### config.mk
export PLATFORM = sky130hd
export DESIGN_NAME = cpu_if_arbiter_flat
export DESIGN_NICKNAME = d
export VERILOG_FILES = /design/src/rtl/cpu_if_pkg.sv /design/src/rtl/cpu_if_arbiter_if.sv /design/src/rtl/rr_arbiter.sv /design/src/rtl/cpu_if_arbiter.sv /design/src/flat_wrapper.sv
export SDC_FILE = /design/constraint.sdc
export NUM_CORES = 1
export LEC_CHECK = 0
export BUFFER_PORTS_ARGS = -buffer_cell sky130_fd_sc_hd__buf_2
export CELL_PAD_IN_SITES_DETAIL_PLACEMENT = 1
export CELL_PAD_IN_SITES_GLOBAL_PLACEMENT = 2
export CORE_MARGIN = 10
export CORE_UTILIZATION = 31
export CTS_CLUSTER_DIAMETER = 120
export DETAILED_ROUTE_END_ITERATION = 10
export GPL_ROUTABILITY_DRIVEN = 0
export HOLD_SLACK_MARGIN = 0.02
export PLACE_DENSITY = 0.9
export SYNTH_ARGS = -nofsm -noshare
export SYNTH_HDL_FRONTEND = slang
export SYNTH_SLANG_ARGS = --single-unit
### constraint.sdc
create_clock -name clk -period 12.15 [get_ports clk]
set_input_delay 0.6075 -clock clk [delete_from_list [all_inputs] [get_ports clk]]
set_output_delay 0.6075 -clock clk [all_outputs]
set_load 0.01 [all_outputs]
### src/rtl/cpu_if_pkg.sv
// rtl/cpu_if_pkg.sv - shared CPU_IF bus widths, arbiter state encoding and defaults
package cpu_if_pkg;

  localparam int CPU_IF_DATA_W = 32;
  localparam int CPU_IF_ADDR_W = 30;

  localparam logic [CPU_IF_DATA_W-1:0] CPU_IF_ERR_READ_DATA = 32'hDEAD_BEEF;

  typedef enum logic [1:0] {
    ST_IDLE,
    ST_WAIT,
    ST_RESP
  } cpu_if_state_e;

  function automatic int idx_width(input int n);
    return (n > 1) ? $clog2(n) : 1;
  endfunction

endpackage

### src/rtl/cpu_if_arbiter_if.sv
// rtl/cpu_if_arbiter_if.sv - upstream master and downstream slave CPU_IF signals
interface cpu_if_arbiter_if #(
  parameter int NUM_MASTERS = 2
);
  import cpu_if_pkg::*;

  logic [NUM_MASTERS-1:0]               m_cpu_if_read;
  logic [NUM_MASTERS-1:0]               m_cpu_if_write;
  logic [NUM_MASTERS*CPU_IF_DATA_W-1:0] m_cpu_if_write_data;
  logic [NUM_MASTERS*CPU_IF_ADDR_W-1:0] m_cpu_if_address;
  logic [NUM_MASTERS*CPU_IF_DATA_W-1:0] m_cpu_if_read_data;
  logic [NUM_MASTERS-1:0]               m_cpu_if_access_complete;
  logic [NUM_MASTERS-1:0]               m_cpu_if_error;

  logic                     s_cpu_if_read;
  logic                     s_cpu_if_write;
  logic [CPU_IF_DATA_W-1:0] s_cpu_if_write_data;
  logic [CPU_IF_ADDR_W-1:0] s_cpu_if_address;
  logic [CPU_IF_DATA_W-1:0] s_cpu_if_read_data;
  logic                     s_cpu_if_access_complete;

  // slave: the arbiter's view; master: the surrounding masters and register file
  modport slave (
    input  m_cpu_if_read, m_cpu_if_write, m_cpu_if_write_data, m_cpu_if_address,
    output m_cpu_if_read_data, m_cpu_if_access_complete, m_cpu_if_error,
    output s_cpu_if_read, s_cpu_if_write, s_cpu_if_write_data, s_cpu_if_address,
    input  s_cpu_if_read_data, s_cpu_if_access_complete
  );

  modport master (
    output m_cpu_if_read, m_cpu_if_write, m_cpu_if_write_data, m_cpu_if_address,
    input  m_cpu_if_read_data, m_cpu_if_access_complete, m_cpu_if_error,
    input  s_cpu_if_read, s_cpu_if_write, s_cpu_if_write_data, s_cpu_if_address,
    output s_cpu_if_read_data, s_cpu_if_access_complete
  );

endinterface

### src/rtl/rr_arbiter.sv
// rtl/rr_arbiter.sv - combinational round-robin pick of the first request at or after ptr
module rr_arbiter
  import cpu_if_pkg::*;
#(
  parameter int N     = 2,
  parameter int IDX_W = idx_width(N)
) (
  input  logic [N-1:0]     req,
  input  logic [IDX_W-1:0] ptr,
  output logic [N-1:0]     grant,
  output logic [IDX_W-1:0] index
);

  always_comb begin
    logic             found;
    logic [IDX_W-1:0] cand;
    grant = '0;
    index = '0;
    found = 1'b0;
    cand  = '0;
    for (int k = 0; k < N; k++) begin
      cand = IDX_W'((int'(ptr) + k) % N);
      if (!found && req[cand]) begin
        found       = 1'b1;
        grant[cand] = 1'b1;
        index       = cand;
      end
    end
  end

endmodule

### src/rtl/cpu_if_arbiter.sv
// rtl/cpu_if_arbiter.sv - N-master to one-slave CPU_IF arbiter with per-access timeout
module cpu_if_arbiter
  import cpu_if_pkg::*;
#(
  parameter int                        NUM_MASTERS    = 2,
  parameter int                        TIMEOUT_CYCLES = 1024,
  parameter logic [CPU_IF_DATA_W-1:0]  ERR_READ_DATA  = CPU_IF_ERR_READ_DATA
) (
  input logic             clk,
  input logic             reset,
  cpu_if_arbiter_if.slave bus
);

  localparam int IDX_W = idx_width(NUM_MASTERS);
  localparam int CNT_W = (TIMEOUT_CYCLES > 0) ? $clog2(TIMEOUT_CYCLES + 1) : 1;
  localparam logic [CNT_W-1:0] TMO_LIMIT = CNT_W'(TIMEOUT_CYCLES);
  localparam logic [IDX_W-1:0] LAST_IDX  = IDX_W'(NUM_MASTERS - 1);

  cpu_if_state_e state;

  logic [NUM_MASTERS-1:0] pending, op_write, busy, accept, grant_clear, arb_grant;
  logic [IDX_W-1:0]       rr_ptr, grant_idx, arb_idx;
  logic                   grant_write, expired;
  logic [CNT_W-1:0]       tmo_cnt;

  logic [NUM_MASTERS-1:0][CPU_IF_ADDR_W-1:0] m_addr;
  logic [NUM_MASTERS-1:0][CPU_IF_DATA_W-1:0] m_wdata, rdata_q;
  logic [NUM_MASTERS-1:0]                    complete_q, error_q;

  logic                     s_read_q, s_write_q;
  logic [CPU_IF_ADDR_W-1:0] s_addr_q;
  logic [CPU_IF_DATA_W-1:0] s_wdata_q;

  assign m_addr  = bus.m_cpu_if_address;
  assign m_wdata = bus.m_cpu_if_write_data;

  assign bus.m_cpu_if_read_data       = rdata_q;
  assign bus.m_cpu_if_access_complete = complete_q;
  assign bus.m_cpu_if_error           = error_q;
  assign bus.s_cpu_if_read            = s_read_q;
  assign bus.s_cpu_if_write           = s_write_q;
  assign bus.s_cpu_if_address         = s_addr_q;
  assign bus.s_cpu_if_write_data      = s_wdata_q;

  rr_arbiter #(
    .N     (NUM_MASTERS),
    .IDX_W (IDX_W)
  ) u_rr (
    .req   (pending),
    .ptr   (rr_ptr),
    .grant (arb_grant),
    .index (arb_idx)
  );

  // The granted master stays busy from grant until its RESP cycle ends.
  always_comb begin
    busy = '0;
    if (state != ST_IDLE) busy[grant_idx] = 1'b1;
  end

  assign accept      = (bus.m_cpu_if_read | bus.m_cpu_if_write) & ~pending & ~busy;
  assign grant_clear = (state == ST_IDLE) ? arb_grant : '0;
  // Counter saturates at TIMEOUT_CYCLES, which is reached on the expiry cycle.
  assign expired     = (TIMEOUT_CYCLES != 0) && (tmo_cnt == TMO_LIMIT);

  always_ff @(posedge clk or posedge reset) begin
    if (reset) begin
      state       <= ST_IDLE;
      pending     <= '0;
      op_write    <= '0;
      rr_ptr      <= '0;
      grant_idx   <= '0;
      grant_write <= 1'b0;
      tmo_cnt     <= '0;
      rdata_q     <= '0;
      complete_q  <= '0;
      error_q     <= '0;
      s_read_q    <= 1'b0;
      s_write_q   <= 1'b0;
      s_addr_q    <= '0;
      s_wdata_q   <= '0;
    end else begin
      s_read_q   <= 1'b0;
      s_write_q  <= 1'b0;
      complete_q <= '0;
      error_q    <= '0;
      pending    <= (pending & ~grant_clear) | accept;
      op_write   <= (op_write & ~accept) | (bus.m_cpu_if_write & accept);

      case (state)
        ST_IDLE: begin
          if (|pending) begin
            grant_idx   <= arb_idx;
            grant_write <= op_write[arb_idx];
            s_read_q    <= ~op_write[arb_idx];
            s_write_q   <= op_write[arb_idx];
            s_addr_q    <= m_addr[arb_idx];
            s_wdata_q   <= m_wdata[arb_idx];
            rr_ptr      <= (arb_idx == LAST_IDX) ? '0 : arb_idx + 1'b1;
            state       <= ST_WAIT;
          end
        end
        ST_WAIT: begin
          if (TIMEOUT_CYCLES != 0 && tmo_cnt != TMO_LIMIT) tmo_cnt <= tmo_cnt + 1'b1;
          if (bus.s_cpu_if_access_complete) begin
            complete_q[grant_idx] <= 1'b1;
            if (!grant_write) rdata_q[grant_idx] <= bus.s_cpu_if_read_data;
            state <= ST_RESP;
          end else if (expired) begin
            complete_q[grant_idx] <= 1'b1;
            error_q[grant_idx]    <= 1'b1;
            if (!grant_write) rdata_q[grant_idx] <= ERR_READ_DATA;
            state <= ST_RESP;
          end
        end
        ST_RESP: begin
          tmo_cnt <= '0;
          state   <= ST_IDLE;
        end
        default: state <= ST_IDLE;
      endcase
    end
  end

endmodule

### src/flat_wrapper.sv
// flat-port wrapper written by rule: the top's interface ports become plain ports
module cpu_if_arbiter_flat import cpu_if_pkg::*;
#(
  parameter int                        NUM_MASTERS    = 2,
  parameter int                        TIMEOUT_CYCLES = 1024,
  parameter logic [CPU_IF_DATA_W-1:0]  ERR_READ_DATA  = CPU_IF_ERR_READ_DATA
)
  (clk, reset, bus_m_cpu_if_read, bus_m_cpu_if_write, bus_m_cpu_if_write_data, bus_m_cpu_if_address, bus_m_cpu_if_read_data, bus_m_cpu_if_access_complete, bus_m_cpu_if_error, bus_s_cpu_if_read, bus_s_cpu_if_write, bus_s_cpu_if_write_data, bus_s_cpu_if_address, bus_s_cpu_if_read_data, bus_s_cpu_if_access_complete);
  cpu_if_arbiter_if #(.NUM_MASTERS(NUM_MASTERS)) bus_i ();
  input logic clk;
  input logic reset;
  input wire logic [$bits(bus_i.m_cpu_if_read)-1:0] bus_m_cpu_if_read;
  input wire logic [$bits(bus_i.m_cpu_if_write)-1:0] bus_m_cpu_if_write;
  input wire logic [$bits(bus_i.m_cpu_if_write_data)-1:0] bus_m_cpu_if_write_data;
  input wire logic [$bits(bus_i.m_cpu_if_address)-1:0] bus_m_cpu_if_address;
  output wire logic [$bits(bus_i.m_cpu_if_read_data)-1:0] bus_m_cpu_if_read_data;
  output wire logic [$bits(bus_i.m_cpu_if_access_complete)-1:0] bus_m_cpu_if_access_complete;
  output wire logic [$bits(bus_i.m_cpu_if_error)-1:0] bus_m_cpu_if_error;
  output wire logic [$bits(bus_i.s_cpu_if_read)-1:0] bus_s_cpu_if_read;
  output wire logic [$bits(bus_i.s_cpu_if_write)-1:0] bus_s_cpu_if_write;
  output wire logic [$bits(bus_i.s_cpu_if_write_data)-1:0] bus_s_cpu_if_write_data;
  output wire logic [$bits(bus_i.s_cpu_if_address)-1:0] bus_s_cpu_if_address;
  input wire logic [$bits(bus_i.s_cpu_if_read_data)-1:0] bus_s_cpu_if_read_data;
  input wire logic [$bits(bus_i.s_cpu_if_access_complete)-1:0] bus_s_cpu_if_access_complete;
  assign bus_i.m_cpu_if_read = bus_m_cpu_if_read;
  assign bus_i.m_cpu_if_write = bus_m_cpu_if_write;
  assign bus_i.m_cpu_if_write_data = bus_m_cpu_if_write_data;
  assign bus_i.m_cpu_if_address = bus_m_cpu_if_address;
  assign bus_m_cpu_if_read_data = bus_i.m_cpu_if_read_data;
  assign bus_m_cpu_if_access_complete = bus_i.m_cpu_if_access_complete;
  assign bus_m_cpu_if_error = bus_i.m_cpu_if_error;
  assign bus_s_cpu_if_read = bus_i.s_cpu_if_read;
  assign bus_s_cpu_if_write = bus_i.s_cpu_if_write;
  assign bus_s_cpu_if_write_data = bus_i.s_cpu_if_write_data;
  assign bus_s_cpu_if_address = bus_i.s_cpu_if_address;
  assign bus_i.s_cpu_if_read_data = bus_s_cpu_if_read_data;
  assign bus_i.s_cpu_if_access_complete = bus_s_cpu_if_access_complete;
  cpu_if_arbiter #(.NUM_MASTERS(NUM_MASTERS), .TIMEOUT_CYCLES(TIMEOUT_CYCLES), .ERR_READ_DATA(ERR_READ_DATA)) u_core (.clk(clk), .reset(reset), .bus(bus_i));
endmodule
==> flow_summary.yaml <==
synth:
  yosys.area.top_type: "dfrtp_1"
  synth_top_area_frac: 0.539
  synth.avg_cell_area_um2: 10.3
  ys_types: 51
  synth.yosys.seq_area_share: 0.539
  synth_area_um2: 7060
  synth_flop_cell: "dfrtp_1"
  synth_nets: 847
  yosys-top-cells-area: "dfrtp_1 54%, a31oi_1 6.6%, a221o_1 5.4%"
  async_flop_share: 1.00
  synth_edf_count: 0
  yosys_warnings: 0
  syn_inst: 682
  ys_ff_latch: 152
timing:
  clock_skew_ns: 0.0105
  tightest_slew_ns: 1.21
  finalCritPeriodShare: 0.233
  clock.fmax_mhz: 354
  finalSetupViolCount: 0
  timing.final.crit_period_ns: 2.83
  setup_slack_ns: 9.32
  relSlewSlack: 0.188
  rsz0062_at_grt: "false"
  tns_ns: 0
  final-hold-violation-count: 0
  drv_slew: 0
  holdWs_ns: 0.284
layout:
  layout.cells.non_filler: 1231
  final_cell_area_um2: 9300
  area_delta_synth_final_pct: 31.8
  layout_commonest_cell: "buf_2"
  drive_gt1_frac: 0.370
  final_net_count: 1097
  fillCellCount: 2605
  final_core_util: 0.413
  layout_common_cells: "294 x buf_2, 152 x dfrtp_1, 74 x a31oi_1, 56 x inv_1, 50 x nor3_1"
setup_path:
  cp-startpoint: "u_core.pending[1]"
  critPathMaxFanout: 40
  r2r_start: "u_core.pending[1]"
  critPathArrivalTime_ns: 3.19
  rrSetupSlack_ns: 9.32
  endpoint_kind: "flip-flop"
  crit_type: "reg -> reg"
  start_kind: "flip-flop"
  crit_required_ns: 12.51
grt:
  grt_first_pass_wirelength_mm: 43.2
  grt_pass1_vias: 7345
  grt_usage: 0.188
  grt_max_degree: 79
  grt.overflow.total: 0
  grt_antenna_before_repair: 3
detailed_routing:
  via_count: 6700
  wire_per_inst_um: 22.5
  vias_per_cell: 5.44
  route.detailed.drc: 0
  routed_wl_mm: 27.7
  dr.first_iter.drc_count: 530
  drtPass1Iterations: 5
  ant_nets: 0
placement:
  postPlaceCellArea_um2: 8660
  pre_cts_ws_ns: 9.20
  dp_hpwl_mm: 20.0
  port_buffers: 294
  dp_cells: 1198
power_and_ir_drop:
  leakagePower_nw: 4.45
  vdd_drop_max_uv: 109
  p_per_area_nw_per_um2: 279
  finalPower_mw: 2.59
die:
  initial_core_util: 0.314
  io_pins: 295
  rows: 55
  die_area_um2: 29200
  dieWidth_um: 171
  core_area_um2: 22500
  die_y_um: 171
hold_path:
  hold_class: "in -> async"
clock_network:
  ctsHtreeMaxLevel: 4
  cts_buffers: 17
  clock_path_buffers: 2
  worst_skew_pair.late_latency_ns: 0.42
  clkSinkCount: 152
  post_cts_buffers: 0
  cts_hold_buf: 0
  ctsResizeCount: 0
  clk_pin_slew_ns: 0.07
  cts_tree: "built"
  cts-root-buf: "clkbuf_16"
status:
  outcome: "completed"
job:
  maxCapViolations: 0
-- routing by layer --
metal,global-route usage,routed length [um],vias to the layer above
li1,-,-,3070
met1,0.227,11200,3316
met3,0.0724,2750,31
met4,0.0457,393,4
met2,0.309,13300,279
met5,0,25,-
-- synthesized netlist by cell type, types with 2 or more instances --
cell type	count
a21boi_0	39
a21o_1	3
a21oi_1	26
a221o_1	38
a31o_1	12
a31o_2	6
a31oi_1	74
a32o_1	2
and3_1	18
buf_1	2
buf_2	29
clkbuf_1	39
dfrtp_1	152
ha_1	2
inv_1	57
mux2i_1	5
nand2_1	11
nand2b_1	8
nand3_1	10
nand3b_1	2
nand4_2	2
nor2_1	5
nor2b_1	2
nor3_1	50
nor4_1	2
nor4bb_1	2
o211ai_1	25
o21ai_0	32
o221ai_1	2
o311ai_0	2
or4_1	2
xor2_1	2
-- power breakdown --
part / total [mW] / switching [mW] / internal (mW)
clock: 0.579 / 0.246 / 0.333
sequential: 0.923 / 0.185 / 0.738
combinational: 1.09 / 0.652 / 0.439
-- final timing paths --
check	to	cells past startpoint
worst max-delay path	u_core.bus.s_cpu_if_address[20]	4
worst min-delay path	u_core.bus.s_cpu_if_write_data[18]	2
worst max register to register	u_core.bus.s_cpu_if_address[20]	4
worst min register to register	u_core.tmo_cnt[10]	1
max in group asynchronous	u_core.bus.m_cpu_if_read_data[57]	3
min in group clk	u_core.bus.s_cpu_if_address[15]	2
-- cell families (layout without fill, tap and decap cells) --
kind of cell	Yosys count	after routing	share of synthesized area
xor+xnor	2	2	0.00248
flops	152	152	0.539
mux	6	6	0.00869
other cells	0	1	0
fa+ha+maj	2	2	0.00355
compound gates	268	268	0.271
simple gates	124	124	0.102
buf+inv	128	391	0.0732
-- sequential cells by signal (all words and copies together), names as in the netlist, 2 cells and up, named ones only --
register,cells
u_core.bus.m_cpu_if_read_data,64
u_core.bus.s_cpu_if_write_data,32
u_core.bus.s_cpu_if_address,30
u_core.tmo_cnt,11
u_core.bus.m_cpu_if_access_complete,2
u_core.bus.m_cpu_if_error,2
u_core.pending,2
u_core.state,2
-- worst max-delay path, cell delays in order (launching register included) --
cell and delay [ns]:
dfrtp_1 0.97, inv_1 0.71, nor4_4 0.36, buf_4 0.44, a221o_1 0.24
-- final cells by class --
type | count | area, um^2 | area share
tap | 285 | 357 | 0.0383
clock buffer | 17 | 425 | 0.0457
clock inverter | 15 | 210 | 0.0226
inverter | 58 | 223 | 0.0239
antenna | 1 | 2.50 | 0.000269
sequential | 152 | 3800 | 0.409
timing repair buffer | 301 | 1520 | 0.164
multi-input combinational | 402 | 2760 | 0.296
Note: power is estimated with default switching activity, not from simulation.
